File: config.mk
export PLATFORM = sky130hd
export DESIGN_NAME = rr_mux_nbit
export DESIGN_NICKNAME = d
export VERILOG_FILES = /design/src/rtl/rr_mux_nbit_pkg.sv /design/src/rtl/rr_mux_nbit_arbiter.sv /design/src/rtl/rr_mux_nbit.sv
export SDC_FILE = /design/constraint.sdc
export NUM_CORES = 1
export LEC_CHECK = 0
export CAP_MARGIN = 0
export CORE_MARGIN = 2
export CORE_UTILIZATION = 42
export CTS_CLUSTER_DIAMETER = 40
export CTS_CLUSTER_SIZE = 30
export DETAILED_ROUTE_END_ITERATION = 8
export PLACE_DENSITY = 0.85
export SLEW_MARGIN = 30
export SYNTH_ARGS = -nofsm -noshare
export SYNTH_HDL_FRONTEND = slang
export SYNTH_HIERARCHICAL = 1
export SYNTH_SLANG_ARGS = --single-unit
File: constraint.sdc
create_clock -name clk -period 4.6 [get_ports clk]
set_input_delay 0.46 -clock clk [delete_from_list [all_inputs] [get_ports clk]]
set_output_delay 0.46 -clock clk [all_outputs]
set_load 0.01 [all_outputs]
File: src/rtl/rr_mux_nbit_pkg.sv
`default_nettype none
// ============================================================================
// Module      : rr_mux_nbit_pkg
// Description : Shared definitions for the round-robin N-to-1 word mux:
//               mode encodings and default sizing.
// Revision    : 1.0 - initial release
// ============================================================================
package rr_mux_nbit_pkg;

  localparam logic MODE_FIXED   = 1'b0;
  localparam logic MODE_RR      = 1'b1;

  localparam int   DEF_WIDTH    = 8;
  localparam int   DEF_CHANNELS = 4;

endpackage
`default_nettype wire

File: src/rtl/rr_mux_nbit_arbiter.sv
`default_nettype none
// ============================================================================
// Module      : rr_arbiter
// Description : Rotating-priority arbiter. Requests are rotated so that the
//               pointer channel sits at bit 0, the lowest set bit is found,
//               and its position is mapped back to an absolute index.
// Revision    : 1.0 - initial release
// ============================================================================
module rr_arbiter
  import rr_mux_nbit_pkg::*;
#(
  parameter int CHANNELS = DEF_CHANNELS,
  parameter int SELW     = 2
) (
  input  logic [CHANNELS-1:0] req,
  input  logic [SELW-1:0]     ptr,
  input  logic                en,
  output logic [CHANNELS-1:0] grant,
  output logic [SELW-1:0]     grant_idx,
  output logic                any_grant
);

  localparam logic [SELW:0] c_chan = (SELW+1)'(CHANNELS);

  logic [2*CHANNELS-1:0] w_dbl;
  logic [CHANNELS-1:0]   w_rot;
  logic                  w_found;
  logic [SELW:0]         w_k;
  logic [SELW:0]         w_sum;
  logic [SELW:0]         w_abs;

  // Bit k of the rotated vector is req[(ptr + k) mod CHANNELS].
  assign w_dbl = {req, req} >> ptr;
  assign w_rot = CHANNELS'(w_dbl);

  // Lowest set bit of the rotated vector is the nearest request at/after ptr.
  always_comb begin
    w_found = 1'b0;
    w_k     = '0;
    for (int k = 0; k < CHANNELS; k++) begin
      if (!w_found && w_rot[k]) begin
        w_found = 1'b1;
        w_k     = (SELW+1)'(k);
      end
    end
  end

  // Map the rotated offset back to an absolute channel index (ptr is always < CHANNELS).
  always_comb begin
    w_sum = {1'b0, ptr} + w_k;
    w_abs = (w_sum >= c_chan) ? (w_sum - c_chan) : w_sum;
  end

  assign any_grant = en && w_found;
  assign grant_idx = SELW'(w_abs);
  assign grant     = any_grant ? (CHANNELS'(1) << grant_idx) : '0;

endmodule
`default_nettype wire

File: src/rtl/rr_mux_nbit.sv
`default_nettype none
// ============================================================================
// Module      : rr_mux_nbit
// Description : Registered N-to-1 mux of W-bit words with valid/ready on every
//               channel and on the output. Fixed-select or round-robin mode.
// Revision    : 1.0 - initial release
// ============================================================================
module rr_mux_nbit
  import rr_mux_nbit_pkg::*;
#(
  parameter int WIDTH    = DEF_WIDTH,
  parameter int CHANNELS = DEF_CHANNELS,
  parameter int SELW     = 2
) (
  input  logic                      clk,
  input  logic                      rst_n,
  input  logic [CHANNELS*WIDTH-1:0] in_data,
  input  logic [CHANNELS-1:0]       in_valid,
  output logic [CHANNELS-1:0]       in_ready,
  input  logic                      mode,
  input  logic [SELW-1:0]           sel,
  output logic [WIDTH-1:0]          out_data,
  output logic [SELW-1:0]           out_chan,
  output logic                      out_valid,
  input  logic                      out_ready
);

  localparam logic [SELW:0]   c_chan = (SELW+1)'(CHANNELS);
  localparam logic [SELW-1:0] c_last = SELW'(CHANNELS - 1);

  logic [SELW-1:0]     r_ptr;
  logic                w_load;
  logic                w_sel_ok;
  logic [CHANNELS-1:0] w_sel_oh;
  logic [CHANNELS-1:0] w_req;
  logic [SELW-1:0]     w_arb_ptr;
  logic [CHANNELS-1:0] w_grant;
  logic [SELW-1:0]     w_gidx;
  logic                w_any;
  logic [SELW-1:0]     w_ptr_next;

  assign w_load = ~out_valid | out_ready;

  // Fixed mode presents a single request from the selected channel; an
  // out-of-range select produces no request at all, so the output drains.
  always_comb begin
    w_sel_ok  = ({1'b0, sel} < c_chan);
    w_sel_oh  = w_sel_ok ? (CHANNELS'(1) << sel) : '0;
    w_req     = (mode == MODE_RR) ? in_valid : (w_sel_oh & in_valid);
    w_arb_ptr = (mode == MODE_RR) ? r_ptr : '0;
  end

  rr_arbiter #(
    .CHANNELS (CHANNELS),
    .SELW     (SELW)
  ) u_arb (
    .req       (w_req),
    .ptr       (w_arb_ptr),
    .en        (rst_n),
    .grant     (w_grant),
    .grant_idx (w_gidx),
    .any_grant (w_any)
  );

  assign in_ready   = w_grant & {CHANNELS{w_load}};
  assign w_ptr_next = (w_gidx == c_last) ? '0 : (w_gidx + SELW'(1));

  // Output register and round-robin pointer; pointer only advances in RR mode.
  always_ff @(posedge clk or negedge rst_n) begin
    if (!rst_n) begin
      out_data  <= '0;
      out_chan  <= '0;
      out_valid <= 1'b0;
      r_ptr     <= '0;
    end else if (w_load) begin
      if (w_any) begin
        out_data  <= in_data[w_gidx*WIDTH +: WIDTH];
        out_chan  <= w_gidx;
        out_valid <= 1'b1;
        if (mode == MODE_RR) begin
          r_ptr <= w_ptr_next;
        end
      end else begin
        out_valid <= 1'b0;
      end
    end
  end

endmodule
`default_nettype wire

==> out/qor.yml, run 1 <==
clockBufferDepth: 2
vias_per_cell: 5.32
worst_clock_skew_ns: 0.00311
yosysWarnings: 6
setup_violations: 0
synth_top_family_by_area: "multiplexers"
insertion_delay_ns: 0.28
gp_congestion: 0.749
p_leak_nw: 0.639
arrival_ns: 3.37
syn_to_final_growth_pct: 56.8
start_util_pct: 43.8
slew_viol_final: 0
synth_area_leaders: "dfrtp_1 (31%), mux4_2 (17%), mux2_2 (13%)"
final_common_cell: "clkdlybuf4s50_1"
peakVddDrop_mv: 0.327
min_from: "r_ptr[0]"
antenna_found_initial: 0
cp-end-kind: "primary output"
numCtsBuffers: 3
tightestPinTransition_ns: 0.632
hold_buffers: 0
worstPathCellList: "clkdlybuf4s50_1 -> a21oi_1 -> nor2b_1 -> nor2_1 -> o21a_1 -> a21oi_1 -> o211ai_1 -> ha_1 -> xnor2_1 -> nand2_1 -> mux2i_1 -> and2_1 -> clkdlybuf4s50_1"
crit_path_start_kind: "input pin"
critPathMaxFanout: 7
met2_length_um: 1220
post_cts_resize_count: 0
synth_top_area_share_pct: 30.6
status: "complete, no violations"
ys_seq_area_share_pct: 30.6
yosys-mux-area-fraction_pct: 34.3
timing.rr.start: "r_ptr[0]"
cts-root-buf: "clkbuf_4"
synth-xor-area-share_pct: 2.47
syn_avg_cell_area_um2: 11.3
ys_ff_latch: 13
route.vias.total: 958
final.period_utilization_pct: 83.3
critical_path_required_ns: 4.14
dpl_cell_area_um2: 1640
synth_cells: 94
hold_viol_final: 0
cts_tree: "built"
critPathMaxStageDelay_ns: 0.58
fill_cells: 200
drive_above_1_share_pct: 18.0
ant_nets: 0
cts_setup_buffers: 0
row_count: 18
die_h_um: 54.4
first_global_vias: 984
hp-class: "flip-flop to flip-flop"
stdcell_count: 180
drtIter0Drc: 8
top_layer: "met4"
grt_max_degree: 15
cp_slowest_cell: "clkdlybuf4s50_1"
drc_errors: 0
p_total_uw: 769
crit_family: "buffers and inverters"
cts_htree_levels: 1
track_usage_pct: 19.1
synthAdderAreaFrac_pct: 2.35
synth_edf_count: 0
fin_nets: 195
synth_compound_area_share_pct: 11.0
worstSetupStartpoint: "mode"
cts.sinks: 13
firstDrtPassIters: 4
die_area_um2: 2950
powerDensity_nw_per_um2: 461
final_cell_mix: "clkdlybuf4s50_1 (56), dfrtp_1 (13), mux2_2 (12)"
io_pins: 57
overflow: 0
crit_buf_inv: 2
worstSetupPathType: "input pin to primary output"
finalSetupTns_ns: 0
regArea_um2: 325
wl_met1_um: 903
grt_first_pass_wirelength_um: 3900
maxCapViolCount: 0
clkTransAtPathRegs_ns: 0.07
fin_crit_ns: 3.83
ys.flop_type: "dfrtp_1"
core_um2: 2430
routed_wl_um: 2410
synth.distinct_cells: 29
slew_headroom_pct: 57.7
syn-cell-area_um2: 1060
numPortBuffers: 56
hpwl_um: 2010
die_w_um: 54.4
rsz0062_at_grt: "no"
synthArstFlopShare_pct: 100
dp_cells: 176
worst_slack_ns: 0.769
dp_slack_ns: 0.654
syn-num-nets: 138
yosys.area_share.simple_pct: 15.6
diodes: 0
synth_top_cell_by_area: "dfrtp_1"
wl_met3_um: 225
wl_per_cell_um: 13.4
fmax_mhz: 261
multi_input_area_um2: 708
finalInstanceArea_um2: 1670
## layout make-up
| cell class | count | area share, % |
|---|---|---|
| clock buffers | 4 | 1.57 |
| inverters | 1 | 0.225 |
| multi-input cells | 75 | 42.4 |
| flip-flops and latches | 13 | 19.5 |
| well taps | 30 | 2.25 |
| repair buffers | 57 | 34.0 |
## synthesized netlist by cell type (2+ instances only)
cell      instances
and2_1            7
clkbuf_1          2
nor2b_1           4
nand2b_1          6
nor2_1            4
mux2_2           12
ha_1              2
mux4_2            8
buf_6             2
xnor2_1           2
o21a_1            4
mux2i_1           5
dfrtp_1          13
o22a_1            2
a21oi_1           2
nand2_1           6
## registers in the layout, indices dropped and copies added (netlist names)
| name | count |
|---|---|
| out_data | 8 |
| out_chan | 2 |
| r_ptr | 2 |
| out_valid | 1 |
## worst register-to-register path: cells and delay by family, from the launching register on
kind,cells,cell delay (ns)
compound gates,2,0.28
xor+xnor,2,0.66
fa+ha+maj,1,0.24
flops,1,0.34
mux,2,0.70
simple gates,3,0.52
## per-layer routing
metal  global-route usage, %  vias to the layer above
met3                    6.01                        4
li1                        -                      462
met1                    20.0                      446
met2                    33.3                       46
met5                       0                        -
met4                    11.3                        0
## power by group
group          internal [mW]  switching, mW
Sequential             0.170         0.0272
Combinational          0.304          0.199
Clock                 0.0337         0.0355
Total                  0.507          0.262
## logic make-up after synthesis
family | after synthesis
AND/OR/NAND/NOR | 31
multiplexers | 25
adder cells (fa/ha/maj) | 2
XOR/XNOR | 3
flip-flops | 13
buffers and inverters | 6
AO/OA/AOI/OAI | 14
## through the flow
step           utilization [%]  hold slack (ns)
4_1_cts                   68.3            0.509
3_5_place_dp              67.2            0.491
5_1_grt                   68.6            0.534
3_3_place_gp              67.2            0.488
2_1_floorplan                -            0.164
6_report                  68.6            0.505
## worst paths after layout
| kind | end | slack [ns] | cells after the start |
|---|---|---|---|
| max reg2reg | out_data[7] | 1.74 | 10 |
| min reg2reg | r_ptr[0] | 0.50 | 1 |
| max | in_ready[1] | 0.77 | 13 |
| min | r_ptr[0] | 0.50 | 1 |
| max in group asynchronous | out_valid | 3.62 | 1 |
| min in group asynchronous | out_data[3] | 0.57 | 1 |
No activity file was read; power rests on OpenSTA's default activity.
==> run 2, diff against run 1 <==
--- a/config.mk
+++ b/config.mk
@@ -7,11 +7,11 @@
 export LEC_CHECK = 0
 export CAP_MARGIN = 0
 export CORE_MARGIN = 2
-export CORE_UTILIZATION = 42
+export CORE_UTILIZATION = 35
 export CTS_CLUSTER_DIAMETER = 40
 export CTS_CLUSTER_SIZE = 30
 export DETAILED_ROUTE_END_ITERATION = 8
-export PLACE_DENSITY = 0.85
+export PLACE_DENSITY = 0.76
 export SLEW_MARGIN = 30
 export SYNTH_ARGS = -nofsm -noshare
 export SYNTH_HDL_FRONTEND = slang
==> constraint.sdc (replaced) <==
create_clock -name clk -period 3.5 [get_ports clk]
set_input_delay 0.35 -clock clk [delete_from_list [all_inputs] [get_ports clk]]
set_output_delay 0.35 -clock clk [all_outputs]
set_load 0.01 [all_outputs]
==> out/qor.yml, run 2 (synthesis gave the netlist of run 1 again) <==
critPathMaxStageDelay_ns: 0.53  # -0.05 ns
fin_crit_ns: 3.04
rr_worst_depth: 10  # unchanged
dp_slack_ns: 0.0120  # -0.642 ns
first_global_vias: 1011  # +2.7%
die_h_um: 59.2  # +8.8%
rrSetupSlack_ns: 0.92  # -0.82 ns
multi_input_area_um2: 726  # +2.5%
status: "complete, no violations"
peakVddDrop_mv: 0.367  # +12%
drtIter0Drc: 9  # +1
setup_violations: 0  # unchanged
worst_slack_ns: 0.465  # -0.304 ns
holdWs_ns: 0.435  # -0.0695 ns
diodes: 0  # unchanged
row_count: 20  # +2
final.period_utilization_pct: 86.7
grt_util_met3_pct: 3.71  # -2.3 points
r2r_end: "out_data[2]"
crit_path_frequent_cell: "nor2b_1"
p_leak_nw: 0.731  # +14%
slew_headroom_pct: 75.3  # +18 points
reg_top3: "out_data x8, out_chan x2, r_ptr x2"
antenna_found_initial: 0  # unchanged
start_util_pct: 35.8  # -8.0 points
cts_htree_levels: 1  # unchanged
wl_per_cell_um: 13.4  # +0.31%
die_area_um2: 3500  # +18%
crit_buf_inv: 3  # +1
clockBufferDepth: 2  # unchanged
final_cell_mix: "clkdlybuf4s50_1 (51), dfrtp_1 (13), mux2_2 (12)"
powerDensity_nw_per_um2: 591  # +28%
route.vias.total: 972  # +1.5%
largest_reg_flops: 8  # unchanged
track_usage_pct: 15.3  # -3.9 points
overflow: 0  # unchanged
cts-root-buf: "clkbuf_4"
stdcell_count: 186  # +3.3%
insertion_delay_ns: 0.26  # -0.02 ns
hp-class: "input pin to asynchronous set/reset pin"
cts.sinks: 13  # unchanged
use_met1_pct: 16.2  # -3.8 points
p_total_mw: 1.02  # +33%
worstSetupPathType: "input pin to primary output"
critPathMaxFanout: 6  # -1
cp-end-kind: "primary output"
hold_viol_final: 0  # unchanged
dp_cells: 182  # +3.4%
crit_path_start_kind: "input pin"
gp_congestion: 0.704  # -6.0%
arrival_ns: 2.69  # -0.68 ns
crit_family: "buffers and inverters"
fill_cells: 248  # +24%
regArea_um2: 325  # unchanged
worstPathCellList: "clkdlybuf4s50_1 -> nor2b_1 -> o21a_2 -> inv_1 -> nor3_1 -> a31oi_1 -> o211ai_1 -> ha_2 -> nor2b_1 -> nand2_1 -> mux2i_1 -> and2_1 -> dlymetal6s2s_1"
slew_viol_final: 0  # unchanged
routed_wl_um: 2500  # +3.7%
numPortBuffers: 56  # unchanged
groute.layer.met2.usage_pct: 30.6  # -2.7 points
grt_first_pass_wirelength_um: 4100  # +5.1%
io_pins: 57  # unchanged
maxCapViolCount: 0  # unchanged
top_register: "out_data"
finalSetupTns_ns: 0  # unchanged
critical_path_required_ns: 3.15  # -0.99 ns
firstDrtPassIters: 4  # unchanged
fin_nets: 198  # +1.5%
grt_max_degree: 14  # -1
ant_nets: 0  # unchanged
fmax_mhz: 329
tightestPinTransition_ns: 0.371  # -0.261 ns
final_common_cell: "clkdlybuf4s50_1"
drc_errors: 0  # unchanged
clkTransAtPathRegs_ns: 0.07  # about the same
die_w_um: 59.2  # +8.8%
cp_slowest_cell: "clkdlybuf4s50_1"
rsz0062_at_grt: "no"
numCtsBuffers: 3  # unchanged
hpwl_um: 2160  # +7.3%
syn_to_final_growth_pct: 62.0
grt_busiest_layer: "met2"
timing.rr.start: "r_ptr[0]"
core_um2: 2980  # +22%
cts_tree: "built"
drive_above_1_share_pct: 24.2  # +6.2 points
vias_per_cell: 5.23  # -1.8%
worst_clock_skew_ns: 0.00313  # +0.0000239 ns
## run 2: worst max path at each step
stage          cells past startpoint  slack [ns]          end    from
5_1_grt                           13        0.28  in_ready[2]  sel[0]
4_1_cts                           13       0.003  in_ready[1]  sel[0]
6_report                          13        0.46  in_ready[2]  sel[0]
3_3_place_gp                      13        0.06  in_ready[3]    mode
3_5_place_dp                      11        0.01  in_ready[1]    mode
2_1_floorplan                     12        0.69  out_data[0]  sel[1]
## run 2: layout make-up
class	count	share of cell area [%]
multi-input cells	75	42.1
flip-flops and latches	13	18.9
repair buffers	60	35.0
clock buffers	4	1.52
well taps	33	2.39
inverters	1	0.218
## run 2: through the flow
stage	area, µm²	utilization (%)
floorplan	1060	-
global placement	1660	55.8
detailed placement	1660	55.8
CTS	1690	56.8
global route	1730	57.9
finish	1730	57.9
## run 2: repair_timing
item / CTS / global route
setup buffers: 0 / 0
gates resized for setup: 2 / 11
pin swaps: 0 / 0
hold endpoints to repair: 0 / 0
endpoints found under the setup margin: 1 / 4
hold buffers: 0 / 0
## run 2: layer usage
metal  vias up  part of all wire, %
li1        471                    -
met1       457                   38
met2        44                   53
met3         0                  9.5
met4         0                    0
met5         -                    0
## run 2: where the power goes
part           internal, mW  leakage (nW)  switching, mW  total, mW
Sequential            0.223         0.153         0.0347      0.258
Clock                0.0440        0.0150         0.0421     0.0861
Combinational         0.410         0.562          0.266      0.677
==> run 3, diff against run 2 <==
--- a/config.mk
+++ b/config.mk
@@ -6,7 +6,6 @@
 export NUM_CORES = 1
 export LEC_CHECK = 0
 export CAP_MARGIN = 0
-export CORE_MARGIN = 2
 export CORE_UTILIZATION = 35
 export CTS_CLUSTER_DIAMETER = 40
 export CTS_CLUSTER_SIZE = 30
==> out/qor.yml, run 3 (synthesis gave the netlist of run 1 again) <==
violations: "design-rule violations"
firstDrtPassIters: 7  # +3
track_usage_pct: 17.0  # +1.7 points
core_um2: 2830  # -5.0%
worstSetupPathType: "input pin to primary output"
dpl_cell_area_um2: 1650  # -0.60%
worst_slack_ns: 0.267  # -0.198 ns
fin_crit_ns: 3.23  # +0.198 ns
antenna_found_initial: 0  # unchanged
slew_headroom_pct: 73.0  # -2.3 points
powerDensity_nw_per_um2: 587  # -0.76%
hp-class: "input pin to asynchronous set/reset pin"
final_common_cell: "clkdlybuf4s50_1"
syn_to_final_growth_pct: 66.0
setup_violations: 0  # unchanged
finalInstanceArea_um2: 1770  # +2.5%
hold_viol_final: 0  # unchanged
first_global_vias: 1035  # +2.4%
drive_above_1_share_pct: 28.3  # +4.1 points
start_util_pct: 37.6  # +1.9 points
largest_reg_flops: 8  # unchanged
overflow: 0  # unchanged
cts-root-buf: "clkbuf_4"
hpwl_um: 2060  # -4.2%
dp_slack_ns: -0.0487  # -0.0606 ns
rsz0062_at_grt: "no"
gp_congestion: 0.714  # +1.4%
route.vias.total: 1007  # +3.6%
critPathMaxStageDelay_ns: 0.53  # about the same
reg_top3: "out_data x8, out_chan x2, r_ptr x2"
grt_first_pass_wirelength_um: 4360  # +6.4%
status: "complete, but fails checks"
die_area_um2: 3270  # -6.6%
slew_viol_final: 0  # unchanged
wl_per_cell_um: 13.7  # +1.9%
clockBufferDepth: 2  # unchanged
die_h_um: 57.2  # -3.4%
p_leak_nw: 0.711  # -2.7%
numCtsBuffers: 3  # unchanged
fill_cells: 248  # unchanged
maxCapViolCount: 0  # unchanged
crit_path_start_kind: "input pin"
die_w_um: 57.2  # -3.4%
diodes: 0  # unchanged
vias_per_cell: 5.30  # +1.4%
critPathMaxFanout: 4  # -2
grt_max_degree: 14  # unchanged
cts.sinks: 13  # unchanged
arrival_ns: 2.88  # +0.19 ns
cp-end-kind: "primary output"
io_pins: 57  # unchanged
numPortBuffers: 56  # unchanged
row_count: 19  # -5.0%
clkTransAtPathRegs_ns: 0.08  # about the same
fmax_mhz: 309  # -6.1%
finalSetupTns_ns: 0  # unchanged
insertion_delay_ns: 0.27  # about the same
final.period_utilization_pct: 92.4  # +5.7 points
tightestPinTransition_ns: 0.406  # +0.0347 ns
ant_nets: 0  # unchanged
worst_clock_skew_ns: 0.00388  # +0.000745 ns
drc_errors: 5  # +5
worstPathCellList: "clkdlybuf4s50_1 -> nor2b_2 -> nor2_2 -> o21a_1 -> a21oi_1 -> o211ai_1 -> ha_2 -> and2_1 -> nand2_1 -> mux2i_1 -> and2_1 -> clkdlybuf4s50_1"
critical_path_required_ns: 3.15  # about the same
final_cell_mix: "clkdlybuf4s50_1 (53), dfrtp_1 (13), mux2_2 (12)"
cp_slowest_cell: "clkdlybuf4s50_1"
fin_nets: 204  # +3.0%
routed_wl_um: 2600  # +4.1%
cts_htree_levels: 1  # unchanged
cts_tree: "built"
peakVddDrop_mv: 0.358  # -2.5%
top_register: "out_data"
drtIter0Drc: 28  # +19
-- run 3: worst max-delay path, delay by kind of cell --
| kind | cells | cell delay (ns) |
|---|---|---|
| buf+inv | 2 | 0.99 |
| compound gates | 3 | 0.37 |
| mux | 1 | 0.16 |
| fa+ha+maj | 1 | 0.36 |
| simple gates | 5 | 0.66 |
-- run 3: area by class of cell --
cell class	instances	area [µm²]	share of cell area, %
multi-input combinational	75	731	41.3
timing repair buffer	66	643	36.4
sequential	13	325	18.4
tap	31	38.8	2.19
clock buffer	4	26.3	1.49
inverter	1	3.75	0.212
-- run 3: metrics by stage --
step | total power [mW] | std cells | util [%] | hold WS [ns]
detailed placement | 0.934 | 179 | 58.4 | 0.493
global placement | 0.914 | 179 | 58.4 | 0.489
floorplan | 0.687 | 94 | - | 0.0544
CTS | 1.03 | 183 | 59.4 | 0.432
global route | 1.12 | 190 | 62.5 | 0.461
finish | 1.04 | 190 | 62.5 | 0.427
-- run 3: final timing paths --
path,startpoint,slack (ns),depth (start not counted),to
max,in_valid[3],0.27,12,in_ready[1]
min in group clk,out_data[2],0.51,1,out_data[2]
min reg2reg,out_data[2],0.51,1,out_data[2]
max reg2reg,r_ptr[0],0.89,10,out_data[1]
max in group asynchronous,rst_n,2.91,2,out_data[6]
min,rst_n,0.43,2,r_ptr[0]
-- run 3: metal layers --
layer / track usage [%] / routed length, µm
met2: 31.1 / 1360
met4: 4.18 / 12
met5: 0 / 0
met3: 5.67 / 272
met1: 18.9 / 956
-- run 3: what timing repair did --
action,4_1_cts,5_1_grt
endpoints found under the setup margin,4,4
endpoints found under the hold margin,0,0
gates resized for setup,1,12
setup buffers,0,7
hold buffers,0,0
-- run 3: report_power, final --
| part | switching (mW) | leakage [nW] | internal (mW) |
|---|---|---|---|
| clock | 0.0474 | 0.0150 | 0.0441 |
| sequential | 0.0351 | 0.153 | 0.223 |
| combinational | 0.269 | 0.543 | 0.419 |
| total | 0.352 | 0.711 | 0.686 |
